===== src/rtl/div_unit.sv =====
// div_unit: multicycle signed divider, restoring shift-subtract, one quotient
// bit per clock. Semantics match the MIPS div instruction: the quotient
// truncates toward zero and the remainder takes the sign of the dividend.
//
// Ports:
//   clock    - system clock, rising edge
//   reset    - asynchronous, active-low
//   start    - division request, sampled only in IDLE
//   dividend - signed dividend, sampled on the accepting edge
//   divisor  - signed divisor, sampled on the accepting edge
//   hi_out   - remainder of the last completed division
//   lo_out   - quotient of the last completed division
//   busy     - division in flight (RUN or FIX)
//   done     - one-cycle pulse, results valid from this cycle on
//   div_zero - one-cycle pulse, the request had divisor == 0
//
// state | meaning
// IDLE  | waiting for start; results held
// RUN   | WIDTH shift-subtract iterations on magnitudes
// FIX   | apply signs, write results, pulse done next cycle
module div_unit #(
  parameter int WIDTH = 32
) (
  input  logic             clock,
  input  logic             reset,
  input  logic             start,
  input  logic [WIDTH-1:0] dividend,
  input  logic [WIDTH-1:0] divisor,
  output logic [WIDTH-1:0] hi_out,
  output logic [WIDTH-1:0] lo_out,
  output logic             busy,
  output logic             done,
  output logic             div_zero
);

  localparam int CW = $clog2(WIDTH);

  typedef enum logic [1:0] {IDLE, RUN, FIX} state_t;

  state_t                 state_q, state_d;
  logic [2*WIDTH-1:0]     pr_q;      // {remainder, dividend bits shifting out / quotient bits shifting in}
  logic [WIDTH-1:0]       dvs_q;
  logic [CW-1:0]          cnt_q;
  logic                   qneg_q, rneg_q;
  logic [WIDTH-1:0]       hi_q, lo_q;
  logic                   done_q, dz_q;

  logic                   accept, dz_req;
  logic [2*WIDTH:0]       shifted;
  logic [WIDTH:0]         top, diff;
  logic                   ge;
  logic [2*WIDTH-1:0]     pr_step;
  logic [WIDTH-1:0]       quo, rem;

  // Unsigned magnitude: the most negative value maps onto itself as an
  // unsigned number, which is what lets MIN / -1 come out as MIN with rem 0.
  function automatic logic [WIDTH-1:0] mag(input logic [WIDTH-1:0] v);
    return v[WIDTH-1] ? (~v + 1'b1) : v;
  endfunction

  assign accept = (state_q == IDLE) && start && (divisor != '0);
  assign dz_req = (state_q == IDLE) && start && (divisor == '0);

  // One restoring step. Remainder is always < divisor before the shift, so
  // the difference fits back into WIDTH bits.
  always_comb begin
    shifted = {pr_q, 1'b0};
    top     = shifted[2*WIDTH:WIDTH];
    diff    = top - {1'b0, dvs_q};
    ge      = (top >= {1'b0, dvs_q});
    pr_step = ge ? {diff[WIDTH-1:0], shifted[WIDTH-1:1], 1'b1}
                 : shifted[2*WIDTH-1:0];
  end

  assign rem = pr_q[2*WIDTH-1:WIDTH];
  assign quo = pr_q[WIDTH-1:0];

  // State register
  always_ff @(posedge clock or negedge reset) begin
    if (!reset) state_q <= IDLE;
    else        state_q <= state_d;
  end

  // Next-state logic
  always_comb begin
    state_d = state_q;
    case (state_q)
      IDLE:    if (accept) state_d = RUN;
      RUN:     if (cnt_q == '0) state_d = FIX;
      FIX:     state_d = IDLE;
      default: state_d = IDLE;
    endcase
  end

  // Datapath and result registers
  always_ff @(posedge clock or negedge reset) begin
    if (!reset) begin
      pr_q   <= '0;
      dvs_q  <= '0;
      cnt_q  <= '0;
      qneg_q <= 1'b0;
      rneg_q <= 1'b0;
      hi_q   <= '0;
      lo_q   <= '0;
      done_q <= 1'b0;
      dz_q   <= 1'b0;
    end else begin
      done_q <= (state_q == FIX);
      dz_q   <= dz_req;
      case (state_q)
        IDLE: begin
          if (accept) begin
            pr_q   <= {{WIDTH{1'b0}}, mag(dividend)};
            dvs_q  <= mag(divisor);
            qneg_q <= dividend[WIDTH-1] ^ divisor[WIDTH-1];
            rneg_q <= dividend[WIDTH-1];
            cnt_q  <= CW'(WIDTH - 1);
          end
        end
        RUN: begin
          pr_q <= pr_step;
          if (cnt_q != '0) cnt_q <= cnt_q - 1'b1;
        end
        FIX: begin
          lo_q <= qneg_q ? (~quo + 1'b1) : quo;
          hi_q <= rneg_q ? (~rem + 1'b1) : rem;
        end
        default: ;
      endcase
    end
  end

  // Outputs
  always_comb begin
    busy     = (state_q != IDLE);
    done     = done_q;
    div_zero = dz_q;
    hi_out   = hi_q;
    lo_out   = lo_q;
  end

endmodule


===== config.mk =====
export PLATFORM = sky130hd
export DESIGN_NAME = div_unit
export DESIGN_NICKNAME = d
export VERILOG_FILES = /design/src/rtl/div_unit.sv
export SDC_FILE = /design/constraint.sdc
export NUM_CORES = 1
export LEC_CHECK = 0
export BUFFER_PORTS_ARGS = -buffer_cell sky130_fd_sc_hd__buf_2
export CAP_MARGIN = 15
export CORE_MARGIN = 5
export CORE_UTILIZATION = 56
export CTS_CLUSTER_DIAMETER = 150
export DETAILED_ROUTE_END_ITERATION = 8
export PLACE_DENSITY_LB_ADDON = 0.12
export SLEW_MARGIN = 20
export SYNTH_ARGS = -nofsm -noshare
export SYNTH_HDL_FRONTEND = slang
export SYNTH_SLANG_ARGS = --single-unit
export TNS_END_PERCENT = 100

===== constraint.sdc =====
create_clock -name clock -period 4.4 [get_ports clock]
set_clock_uncertainty 0.05 [all_clocks]
set_input_delay 0.22 -clock clock [delete_from_list [all_inputs] [get_ports clock]]
set_output_delay 0.22 -clock clock [all_outputs]
set_load 0.05 [all_outputs]

# == Word level (Yosys, flattened, before mapping) ==
# Index checks and enable logic that the tools add are counted.
# totals
ff_bits,171
inputBits,67
output_inout_bits,67
wordCells,54
# classes
n_addsub,6
n_lt_le_gt_ge,1
n_eq_ne,5
n_mux,13
n_bitwise,5
n_reduce_logical,14
# ops
cell,n
"32-bit by 1-bit adder with 32-bit output, second input constant",4
32-bit 2-to-1 mux,4
64-bit 2-to-1 mux,2
32-bit NOT,4
64-bit one-hot mux with 2 select lines,1
33-bit by 32-bit greater-or-equal comparator with 1-bit output,1
32-bit logical NOT,1
32-bit nonzero test,1
32-bit subtractor,1
5-bit 2-to-1 mux,2
5-bit one-hot mux with 2 select lines,1
"2-bit != test, second input constant",3
2-bit AND reduction,3
5-bit logical NOT,1
5-bit nonzero test,1
"5-bit by 1-bit subtractor with 5-bit output, second input constant",1
2-bit 2-to-1 mux,2
2-bit one-hot mux with 2 select lines,1
2-bit nonzero test,2
1-bit logical AND,3
3-bit AND reduction,1
"2-bit by 1-bit equality test with 1-bit output, second input constant",1
"2-bit equality test, second input constant",1
2-bit logical NOT,1
1-bit XOR,1

# == Depth between registers and ports, before layout ==
# Gate-level depths: netlist of run 1.
# logic_depth
depth_word,5
mapped_depth,13

# == Least setup slack after synthesis of run 1 ==
# Ideal clock, no wire load.
# synth_timing
kind,reg2reg
startpoint,register pr_q[39]
endpoint,register pr_q[47]
arrival_ns,2.935
t_required_ns,4.215
slack_ns,1.280
path_stages_with_launch,12
path_buffers,2
period_less_slack_ns,3.120
path_cell_list,dfrtp_1 -> ha_1 -> clkbuf_1 -> a2111oi_0 -> o21ai_0 -> nand4_1 -> a21boi_0 -> o21ai_1 -> nand2_1 -> clkbuf_1 -> a32oi_1 -> o21ai_0
# synth_via
elab_chain_len,3
# synth_lines
item,line_no,rtl
from (decl),41,logic [2*WIDTH-1:0] pr_q;
from (signal assigned),113,"pr_q <= {{WIDTH{1'b0}}, mag(dividend)};"
from (signal assigned),121,pr_q <= pr_step;
32-bit subtractor or 33-bit by 32-bit greater-or-equal comparator with 1-bit output (tied branches),"69, 70",
64-bit 2-to-1 mux (*),71,"pr_step = ge ? {diff[WIDTH-1:0], shifted[WIDTH-1:1], 1'b1}"
64-bit one-hot mux with 2 select lines (*),110,case (state_q)
# Every way passes the cells marked *; elsewhere a longest branch is shown, timed or not.
# A chain may end at the register's enable or synchronous reset.

# == Worst setup path in the final report of run 1 ==
# layout_timing
startpoint,register pr_q[39]
endpoint,register pr_q[33]
# layout_via
elab_chain_len,3
# layout_lines
item,line_no,rtl
33-bit by 32-bit greater-or-equal comparator with 1-bit output,70,"ge = (top >= {1'b0, dvs_q});"
64-bit 2-to-1 mux,71,
64-bit one-hot mux with 2 select lines,110,
# No other way between the ends.

==> results.json, run 1 <==
{
  "hpwl_um": 20400,
  "grt_pass1_wl_um": 45500,
  "min_path_type": "in2reg",
  "vias_per_cell": 5.83,
  "reg2reg_from": "pr_q[39]$_DFFE_PN0P_",
  "critPathLaunchType": "register",
  "core_area_mm2": 0.0195,
  "grt_max_degree": 92,
  "min_to": "div_zero$_DFF_PN0_",
  "num_antenna_cells": 0,
  "regToRegEndpoint": "pr_q[33]$_DFFE_PN0P_",
  "nets": 1485,
  "max_freq_ghz": 0.287,
  "final_util_pct": 64.6,
  "dp_worst_setup_slack_ns": 0.712,
  "outcome": "complete, no violations",
  "tightest_slew_ns": 1.01,
  "synth_top_area_share_pct": 38.6,
  "r2r_slack_ns": 0.91,
  "drive_above_1_share_pct": 15.0,
  "clkTransAtPathRegs_ns": 0.07,
  "yosysSeqAreaShare_pct": 38.6,
  "fin_crit_sh_pct": 79.3,
  "synth_area_leaders": "dfrtp_1, xor2_1, o21ai_0",
  "vias": 9650,
  "end_kind": "register",
  "syn_inst": 1283,
  "rsz0062_at_grt": "false",
  "ios": 134,
  "setup_viol": 0,
  "cts-buffers-inserted": 17,
  "setup_tns_ns": 0,
  "root_buffer": "clkbuf_16",
  "path_max_fanout": 16,
  "wl_um": 27400,
  "wire_per_inst_um": 16.5,
  "crit_start": "pr_q[39]$_DFFE_PN0P_",
  "port_buffers": 133,
  "ys.flop_type": "dfrtp_1",
  "first_iter_violations": 663,
  "crit_type": "reg2reg",
  "power.static_leakage_nw": 5.69,
  "hold_violations": 0,
  "htree_levels": 4,
  "antenna_found_initial": 0,
  "min_from": "start",
  "design.die.area_mm2": 0.0227,
  "crit_arrival_ns": 3.71,
  "drv_slew": 0,
  "cp.required_ns": 4.62,
  "slew_headroom_pct": 32.9,
  "cts.sink_count": 171,
  "powerDensity_mw_per_mm2": 778,
  "cts_tree": "yes",
  "syn_area_per_cell_um2": 8.63,
  "clk_latency_ns": 0.43,
  "die_h_um": 151,
  "rr_worst_depth": 9,
  "fin_crit_ns": 3.49,
  "grt_use_total_pct": 24.7,
  "max-cap-violations": 0,
  "cts.repair.resized": 0,
  "routabilityCongestion": 0.919,
  "yosysMostFrequentCell": "nand2_1",
  "synth_fp_nets": 1389,
  "row_count": 51,
  "ys_warn_count": 0,
  "first_pass_iters": 5,
  "hold_depth": 3,
  "die_w_um": 151,
  "cts_buffer_depth": 2,
  "synth_cell_types": 68,
  "synth_commonest_cells": "nand2_1, dfrtp_1, o21ai_0",
  "async_flop_share_pct": 100,
  "synth_edf_count": 0,
  "synth-seq-cells": 171,
  "syn_area_mm2": 0.0111,
  "grt.overflow.total": 0,
  "setup_ws_ns": 0.910,
  "ant_nets": 0,
  "drc": 0,
  "worst_ir_drop_vdd_mv": 0.352,
  "initial_core_util_pct": 56.9,
  "synth_top_area_cell": "dfrtp_1",
  "areaGrowthSynthToFinish_pct": 13.5,
  "grt_pass1_vias": 9061,
  "holdWs_ns": 0.0252
}
==> registers in the layout (all words and copies together), names as in the netlist <==
| register | cells |
|---|---|
| cnt_q | 5 |
| done | 1 |
| rneg_q | 1 |
| dvs_q | 32 |
| qneg_q | 1 |
| state_q | 2 |
| hi_out | 32 |
| pr_q | 64 |
| lo_out | 32 |
| div_zero | 1 |
==> layout make-up <==
class                           instances  area (um2)
Fill cell                            1713        6890
Multi-Input combinational cell        985        6320
Sequential cell                       171        4280
Timing Repair Buffer                  144         795
Clock buffer                           19         453
Tap cell                              265         332
Inverter                               60         225
Clock inverter                         12         161
==> power breakdown <==
part	internal [W]	switching (W)
clock network	0.000928	0.000647
registers	0.00211	0.000746
logic	0.00224	0.00312
total	0.00527	0.00451
==> cells by family after synthesis <==
| family | count (synthesis) | synth area share, % |
|---|---|---|
| simple gates | 389 | 17.0 |
| compound gates | 391 | 22.0 |
| flops | 171 | 38.6 |
| mux | 20 | 1.81 |
| buf+inv | 127 | 4.53 |
| fa+ha+maj | 39 | 4.47 |
| xor+xnor | 146 | 11.5 |
==> through the flow <==
| stage | cell area (um2) | std cells | total power [W] |
|---|---|---|---|
| 6_report | 12600 | 1656 | 0.00978 |
| 5_1_grt | 12600 | 1656 | 0.0106 |
| 4_1_cts | 12600 | 1656 | 0.00973 |
| 3_5_place_dp | 11900 | 1624 | 0.00812 |
| 3_3_place_gp | 11900 | 1624 | 0.00801 |
| 2_1_floorplan | 11100 | 1283 | 0.00677 |
==> critical path, stage by stage (launching register included) <==
cell       delay, ns
dfrtp_1         0.47
ha_1            0.44
a2111oi_0       0.42
o21ai_0         0.26
nand4_1         0.24
a21boi_0        0.15
o21ai_1         0.41
and2_1          0.58
mux2i_1         0.24
o21ai_0         0.09
==> metal layers <==
metal	GRT usage, %	up-vias	wire [um]
met5	0	-	0
met4	5.58	0	339
met3	3.94	29	2060
met2	36.2	291	11800
met1	38.3	4537	13200
li1	-	4793	-
==> how the worst max path moves through the flow <==
stage / cells past startpoint / slack, ns / end
after global routing: 8 / 0.74 / pr_q[48]$_DFFE_PN0P_
after detailed placement: 12 / 0.71 / pr_q[25]$_DFFE_PN0P_
final: 9 / 0.91 / pr_q[33]$_DFFE_PN0P_
after CTS: 9 / 1.00 / pr_q[33]$_DFFE_PN0P_
after global placement: 12 / 0.81 / pr_q[20]$_DFFE_PN0P_
after floorplan: 11 / 1.28 / pr_q[47]$_DFFE_PN0P_
==> placed cells by master (no fill, tap or decap), drive strengths merged, types with 4 or more instances in the layout <==
| master | n |
|---|---|
| nand2 | 179 |
| o21ai | 178 |
| dfrtp | 171 |
| buf | 143 |
| xor2 | 103 |
| nor2 | 68 |
| a21oi | 64 |
| inv | 64 |
| xnor2 | 43 |
| ha | 38 |
| o31ai | 37 |
| mux2i | 20 |
| or4 | 20 |
| a221o | 19 |
| clkbuf | 19 |
| or3 | 19 |
| nand3 | 17 |
| nor3 | 16 |
| a31oi | 16 |
| nand4 | 15 |
| nor4 | 15 |
| o41ai | 14 |
| nand2b | 14 |
| a22oi | 12 |
| a32oi | 8 |
| a21o | 7 |
| and3 | 6 |
| a211oi | 6 |
| nor2b | 5 |
| or2 | 5 |
| and2 | 4 |
| a21boi | 4 |
==> timing repair <==
item / CTS / global route
buffers inserted: 0 / 0
hold buffers: 1 / 0
endpoints found under the hold margin: 80 / 0
No activity file was read; power rests on OpenSTA's default activity.
==> run 2: changes to the inputs <==
ABC_AREA = 1   (was not set)
clock period = 3.5 ns   (was 4.4 ns; I/O delays follow)
==> run 2 against run 1 <==
Against the previous run: the flow now finishes with violations (hold timing); critical path depth grew 3; synthesized cell count grew 61%; area after synthesis up 20%; sequential power grew 36%; clock-buffer cell count shrank 2; global-route usage rose by 4.9 points; non-clock buffer count up 7; setup slack lost 0.27 ns; largest power group unchanged; total power is 64% higher; clock power is 29% higher; die area rose by 18%; final cell count rose by 51%.
==> results.json, run 2 <==
{
  "fillers": 2317,
  "syn_area_per_cell_um2": 6.41,
  "grt_pass1_wl_um": 63400,
  "synth_area_leaders": "dfrtp_1, nand2_1, inv_1",
  "r2r_slack_ns": 0.64,
  "synth-seq-cells": 171,
  "cts.sink_count": 171,
  "crit_type": "reg2reg",
  "areaGrowthSynthToFinish_pct": 11.6,
  "synth_commonest_cells": "nand2_1, inv_1, nand3_1",
  "hpwl_um": 30700,
  "clkTransAtPathRegs_ns": 0.07,
  "cts-buffers-inserted": 17,
  "htree_levels": 4,
  "cp.required_ns": 3.78,
  "cts_tree": "yes",
  "slew_headroom_pct": 41.5,
  "synth_fp_nets": 2172,
  "hold_depth": 4,
  "port_buffers": 133,
  "min_from": "divisor[22]",
  "ys_warn_count": 0,
  "ant_nets": 0,
  "ys.flop_type": "dfrtp_1",
  "powerDensity_mw_per_mm2": 1090,
  "power.static_leakage_nw": 7.89,
  "async_flop_share_pct": 100,
  "tightest_slew_ns": 0.876,
  "drv_slew": 0,
  "regToRegEndpoint": "pr_q[60]$_DFFE_PN0P_",
  "synth_top_area_cell": "dfrtp_1",
  "max_freq_ghz": 0.350,
  "grt_use_total_pct": 29.6,
  "crit_arrival_ns": 3.14,
  "outcome": "complete, but fails checks",
  "post_cts_buffers": 0,
  "vias_per_cell": 5.43,
  "die_h_um": 164,
  "rsz0062_at_grt": "false",
  "max-cap-violations": 0,
  "grt_pass1_vias": 12300,
  "path_max_fanout": 33,
  "layout_commonest_cell": "nand2_1",
  "setup_tns_ns": 0,
  "holdWs_ns": -0.000863,
  "syn_area_mm2": 0.0132,
  "row_count": 56,
  "reg2reg_from": "pr_q[46]$_DFFE_PN0P_",
  "largest_register_ffs": 64,
  "placed_cells": 2465,
  "yosysSeqAreaShare_pct": 32.3,
  "critPathLaunchType": "register",
  "setup_viol": 0,
  "yosysMostFrequentCell": "nand2_1",
  "grt.overflow.total": 0,
  "fin_cells": 2504,
  "min_path_type": "in2reg",
  "cts_buffer_depth": 2,
  "root_buffer": "clkbuf_16",
  "ios": 134,
  "nets": 2278,
  "hold_violations": 1,
  "num_antenna_cells": 0,
  "synth_edf_count": 0,
  "core_area_mm2": 0.0234,
  "top_register": "pr_q",
  "min_to": "dvs_q[22]$_DFFE_PN0P_",
  "end_kind": "register",
  "grt_max_degree": 84,
  "vias": 13600,
  "drc": 0,
  "syn_inst": 2066,
  "fin_crit_sh_pct": 81.7,
  "initial_core_util_pct": 56.6,
  "failed_checks": "hold timing",
  "synth_top_area_share_pct": 32.3,
  "worst_ir_drop_vdd_mv": 0.520,
  "clk_latency_ns": 0.45,
  "antenna_found_initial": 0,
  "fin_crit_ns": 2.86,
  "routabilityCongestion": 0.986,
  "design.die.area_mm2": 0.0268,
  "drive_above_1_share_pct": 10.9,
  "die_w_um": 164,
  "wire_per_inst_um": 15.8,
  "first_pass_iters": 5,
  "rr_worst_depth": 12,
  "mostFrequentLayoutCells": "nand2_1, inv_1, nand3_1",
  "synth_cell_types": 41,
  "wl_um": 39500,
  "first_iter_violations": 1286
}
[run 2: area by class of cell]
type	instances	area, um2	area share, %
inverters	301	1130	7.65
flip-flops and latches	171	4280	28.9
clock buffers	17	425	2.88
well taps	319	399	2.70
multi-input cells	1530	7520	50.9
repair buffers	151	837	5.66
clock inverters	15	191	1.29
[run 2: worst max-delay path: stages, from the launching register on]
cell and delay, ns:
dfrtp_1 0.50, ha_1 0.46, nand2_1 0.13, nor2_1 0.22, nand2_1 0.09, nand2_1 0.11
inv_1 0.07, nand2_2 0.09, nand3_2 0.28, nand2_4 0.45, nand2_1 0.13, nand3_1 0.09
nand2_1 0.06
[run 2: worst max path at each step]
stage / startpoint / endpoint
detailed placement: pr_q[46]$_DFFE_PN0P_ / pr_q[60]$_DFFE_PN0P_
global route: pr_q[46]$_DFFE_PN0P_ / pr_q[32]$_DFFE_PN0P_
finish: pr_q[46]$_DFFE_PN0P_ / pr_q[60]$_DFFE_PN0P_
CTS: pr_q[46]$_DFFE_PN0P_ / pr_q[60]$_DFFE_PN0P_
global placement: pr_q[39]$_DFFE_PN0P_ / pr_q[36]$_DFFE_PN0P_
floorplan: pr_q[50]$_DFFE_PN0P_ / pr_q[32]$_DFFE_PN0P_
[run 2: per-stage QoR]
step | hold slack [ns] | setup WS, ns | total power (W) | utilization, % | instance area, um2
CTS | 0.00127 | 0.672 | 0.0159 | 63.2 | 14800
global placement | 0.234 | 0.720 | 0.0137 | 60.2 | 14100
finish | -0.000863 | 0.642 | 0.0161 | 63.2 | 14800
detailed placement | 0.238 | 0.687 | 0.0138 | 60.2 | 14100
global route | 0.0276 | 0.422 | 0.0175 | 63.2 | 14800
floorplan | -0.171 | 1.48 | 0.0113 | - | 13200
[run 2: layer usage]
| layer | routed length [um] | up-vias | part of all wire, % | GRT usage (%) |
|---|---|---|---|---|
| met4 | 908 | 0 | 2.3 | 8.04 |
| li1 | - | 6761 | - | - |
| met1 | 19000 | 6142 | 48 | 47.4 |
| met5 | 0 | - | 0 | 0 |
| met2 | 15600 | 630 | 40 | 40.6 |
| met3 | 3960 | 57 | 10 | 5.07 |
[run 2: repair_timing]
item	in CTS	in global routing
endpoints found under the setup margin	0	0
hold endpoints to repair	87	0
hold buffers	7	0
gates resized for setup	0	0
[run 2: cells by family (layout without fill, tap and decap cells)]
family                   count (synthesis)  in the layout  synth area share [%]
flip-flops                             171            171                  32.3
adder cells (fa/ha/maj)                 39             39                  3.74
XOR/XNOR                                82             82                  5.42
AO/OA/AOI/OAI                          201            201                  8.35
buffers and inverters                  365            484                  11.0
AND/OR/NAND/NOR                       1208           1208                  39.2
[run 2: power breakdown]
part / switching, W / internal [W]
registers: 0.000993 / 0.00287
logic: 0.00692 / 0.00326
clock network: 0.000985 / 0.00104
==> run 3: changes to the inputs <==
CORE_UTILIZATION = 55   (was 56)
clock period = 2.5 ns   (was 3.5 ns; I/O delays follow)
==> run 3 against run 2 <==
Against the previous run: the flow now finishes without violations; sequential cell count did not move; final cell count rose by 2.1%; critical path depth increased by 1; die area grew 1.7%; clock power grew 35%; total power up 47%.
==> results.json, run 3 (synthesized netlist as in run 2, its figures left out) <==
{
  "outcome": "complete, no violations",
  "fin_crit_ns": 2.35,
  "root_buffer": "clkbuf_16",
  "mostFrequentLayoutCells": "nand2_1, inv_1, nand3_1",
  "row_count": 56,
  "clk_latency_ns": 0.44,
  "initial_core_util_pct": 56.1,
  "crit_chain": "ha_4, nand2_1, nor2_4, nand2_2, nor2_2, nand2_1, nor2_2, nor2_4, nand2_4, buf_12, nand2_1, nand3_1, nand2_1",
  "ant_nets": 0,
  "slew_headroom_pct": 53.2,
  "cp.required_ns": 2.77,
  "hpwl_um": 32100,
  "ios": 134,
  "design_area_mm2": 0.0155,
  "grt_max_degree": 85,
  "cts_tree": "yes",
  "die_w_um": 165,
  "port_buffers": 133,
  "powerDensity_mw_per_mm2": 1530,
  "final_util_pct": 65.7,
  "routabilityCongestion": 1.06,
  "cp_slowest_cell": "dfrtp_2",
  "vias": 13700,
  "worst_ir_drop_vdd_mv": 0.676,
  "areaGrowthSynthToFinish_pct": 17.2,
  "drc": 0,
  "design.die.area_mm2": 0.0273,
  "max_freq_ghz": 0.425,
  "grt.overflow.total": 0,
  "top_register": "pr_q",
  "wl_um": 41000,
  "antenna_found_initial": 0,
  "wire_per_inst_um": 16.0,
  "num_antenna_cells": 0,
  "crit_cells": 13,
  "cts.sink_count": 171,
  "hold_depth": 3,
  "tightest_slew_ns": 0.702,
  "crit_family": "simple AND/OR/NAND/NOR gates",
  "critical_path_buf_inv_count": 1,
  "grt_pass1_wl_um": 64700,
  "drv_slew": 0,
  "vias_per_cell": 5.36,
  "largest_register_ffs": 64,
  "cts_buffer_depth": 2,
  "first_pass_iters": 6,
  "placed_area_mm2": 0.0144,
  "min_path_type": "in2reg",
  "cts-buffers-inserted": 17,
  "grt_pass1_vias": 12300,
  "layout_commonest_cell": "nand2_1",
  "power.static_leakage_nw": 8.16,
  "drive_above_1_share_pct": 13.8,
  "critPathMostFrequentCell": "nand2_1",
  "hold_violations": 0,
  "dp_worst_setup_slack_ns": -0.0861,
  "crit_type": "reg2reg",
  "clkTransAtPathRegs_ns": 0.08,
  "grt_use_total_pct": 29.9,
  "path_max_fanout": 18,
  "holdWs_ns": 0.00763,
  "core_area_mm2": 0.0236,
  "rr_worst_depth": 13,
  "end_kind": "register",
  "max-cap-violations": 0,
  "setup_ws_ns": 0.146,
  "critPathLaunchType": "register",
  "htree_levels": 4,
  "nets": 2331,
  "setup_viol": 0,
  "setup_tns_ns": 0,
  "fin_crit_sh_pct": 94.2,
  "crit_arrival_ns": 2.63,
  "cpPeakStageDelay_ns": 0.49,
  "die_h_um": 165,
  "first_iter_violations": 1297
}
run 3: cell types whose count changed in the layout (fill, tap and decap cells not counted), moves of 8 or more:
cell	change
buf_4	+28
ha_1	-18
dlygate4sd3_1	+17
ha_4	+14
dfrtp_1	-8
dfrtp_2	+8
run 3: final cells by class:
type | count | area [um2]
Clock inverter | 13 | 150
Clock buffer | 19 | 443
Fill cell | 2241 | 8090
Inverter | 301 | 1130
Sequential cell | 171 | 4290
Multi-Input combinational cell | 1530 | 7750
Timing Repair Buffer | 204 | 1360
Tap cell | 319 | 399
run 3: path summary, 6_finish.rpt:
path	from	end	slack, ns
min	divisor[20]	dvs_q[20]$_DFFE_PN0P_	0.008
min reg2reg	lo_out[17]$_DFFE_PN0P_	lo_out[17]$_DFFE_PN0P_	0.43
min in group asynchronous	reset	pr_q[39]$_DFFE_PN0P_	0.17
max in group asynchronous	reset	pr_q[60]$_DFFE_PN0P_	1.51
max	pr_q[51]$_DFFE_PN0P_	pr_q[39]$_DFFE_PN0P_	0.15
max reg2reg	pr_q[51]$_DFFE_PN0P_	pr_q[39]$_DFFE_PN0P_	0.15
run 3: per-stage QoR:
stage	total power, W	instances
6_report	0.0237	2557
5_1_grt	0.0257	2557
4_1_cts	0.0229	2556
3_5_place_dp	0.0200	2500
3_3_place_gp	0.0197	2500
2_1_floorplan	0.0158	2066
run 3: worst reg2reg max path, cell delays in order (launching register included):
cell and delay (ns):
dfrtp_2 0.49, ha_4 0.34, nand2_1 0.15, nor2_4 0.17, nand2_2 0.08, nor2_2 0.16, nand2_1 0.10, nor2_2 0.14
nor2_4 0.07, nand2_4 0.12, buf_12 0.17, nand2_1 0.08, nand3_1 0.08, nand2_1 0.07
run 3: report_power, final:
part           internal, W  switching [W]  total [W]
clock              0.00145        0.00128    0.00273
combinational      0.00537         0.0102     0.0156
sequential         0.00404        0.00130    0.00534
total               0.0109         0.0128     0.0237
run 3: routing by layer:
metal / wire [um] / global-route usage, %
met1: 20000 / 48.7
met2: 16700 / 42.1
met3: 3810 / 4.29
met4: 444 / 5.33
met5: 0 / 0
run 3: timing repair:
item                                    in CTS  in global routing
endpoints found under the setup margin      30                 47
gates resized for setup                      3                 44
hold endpoints to repair                    72                  0
hold buffers                                24                  0
cloned                                       0                  0
pin swaps                                    0                  1
buffers inserted                             0                  1
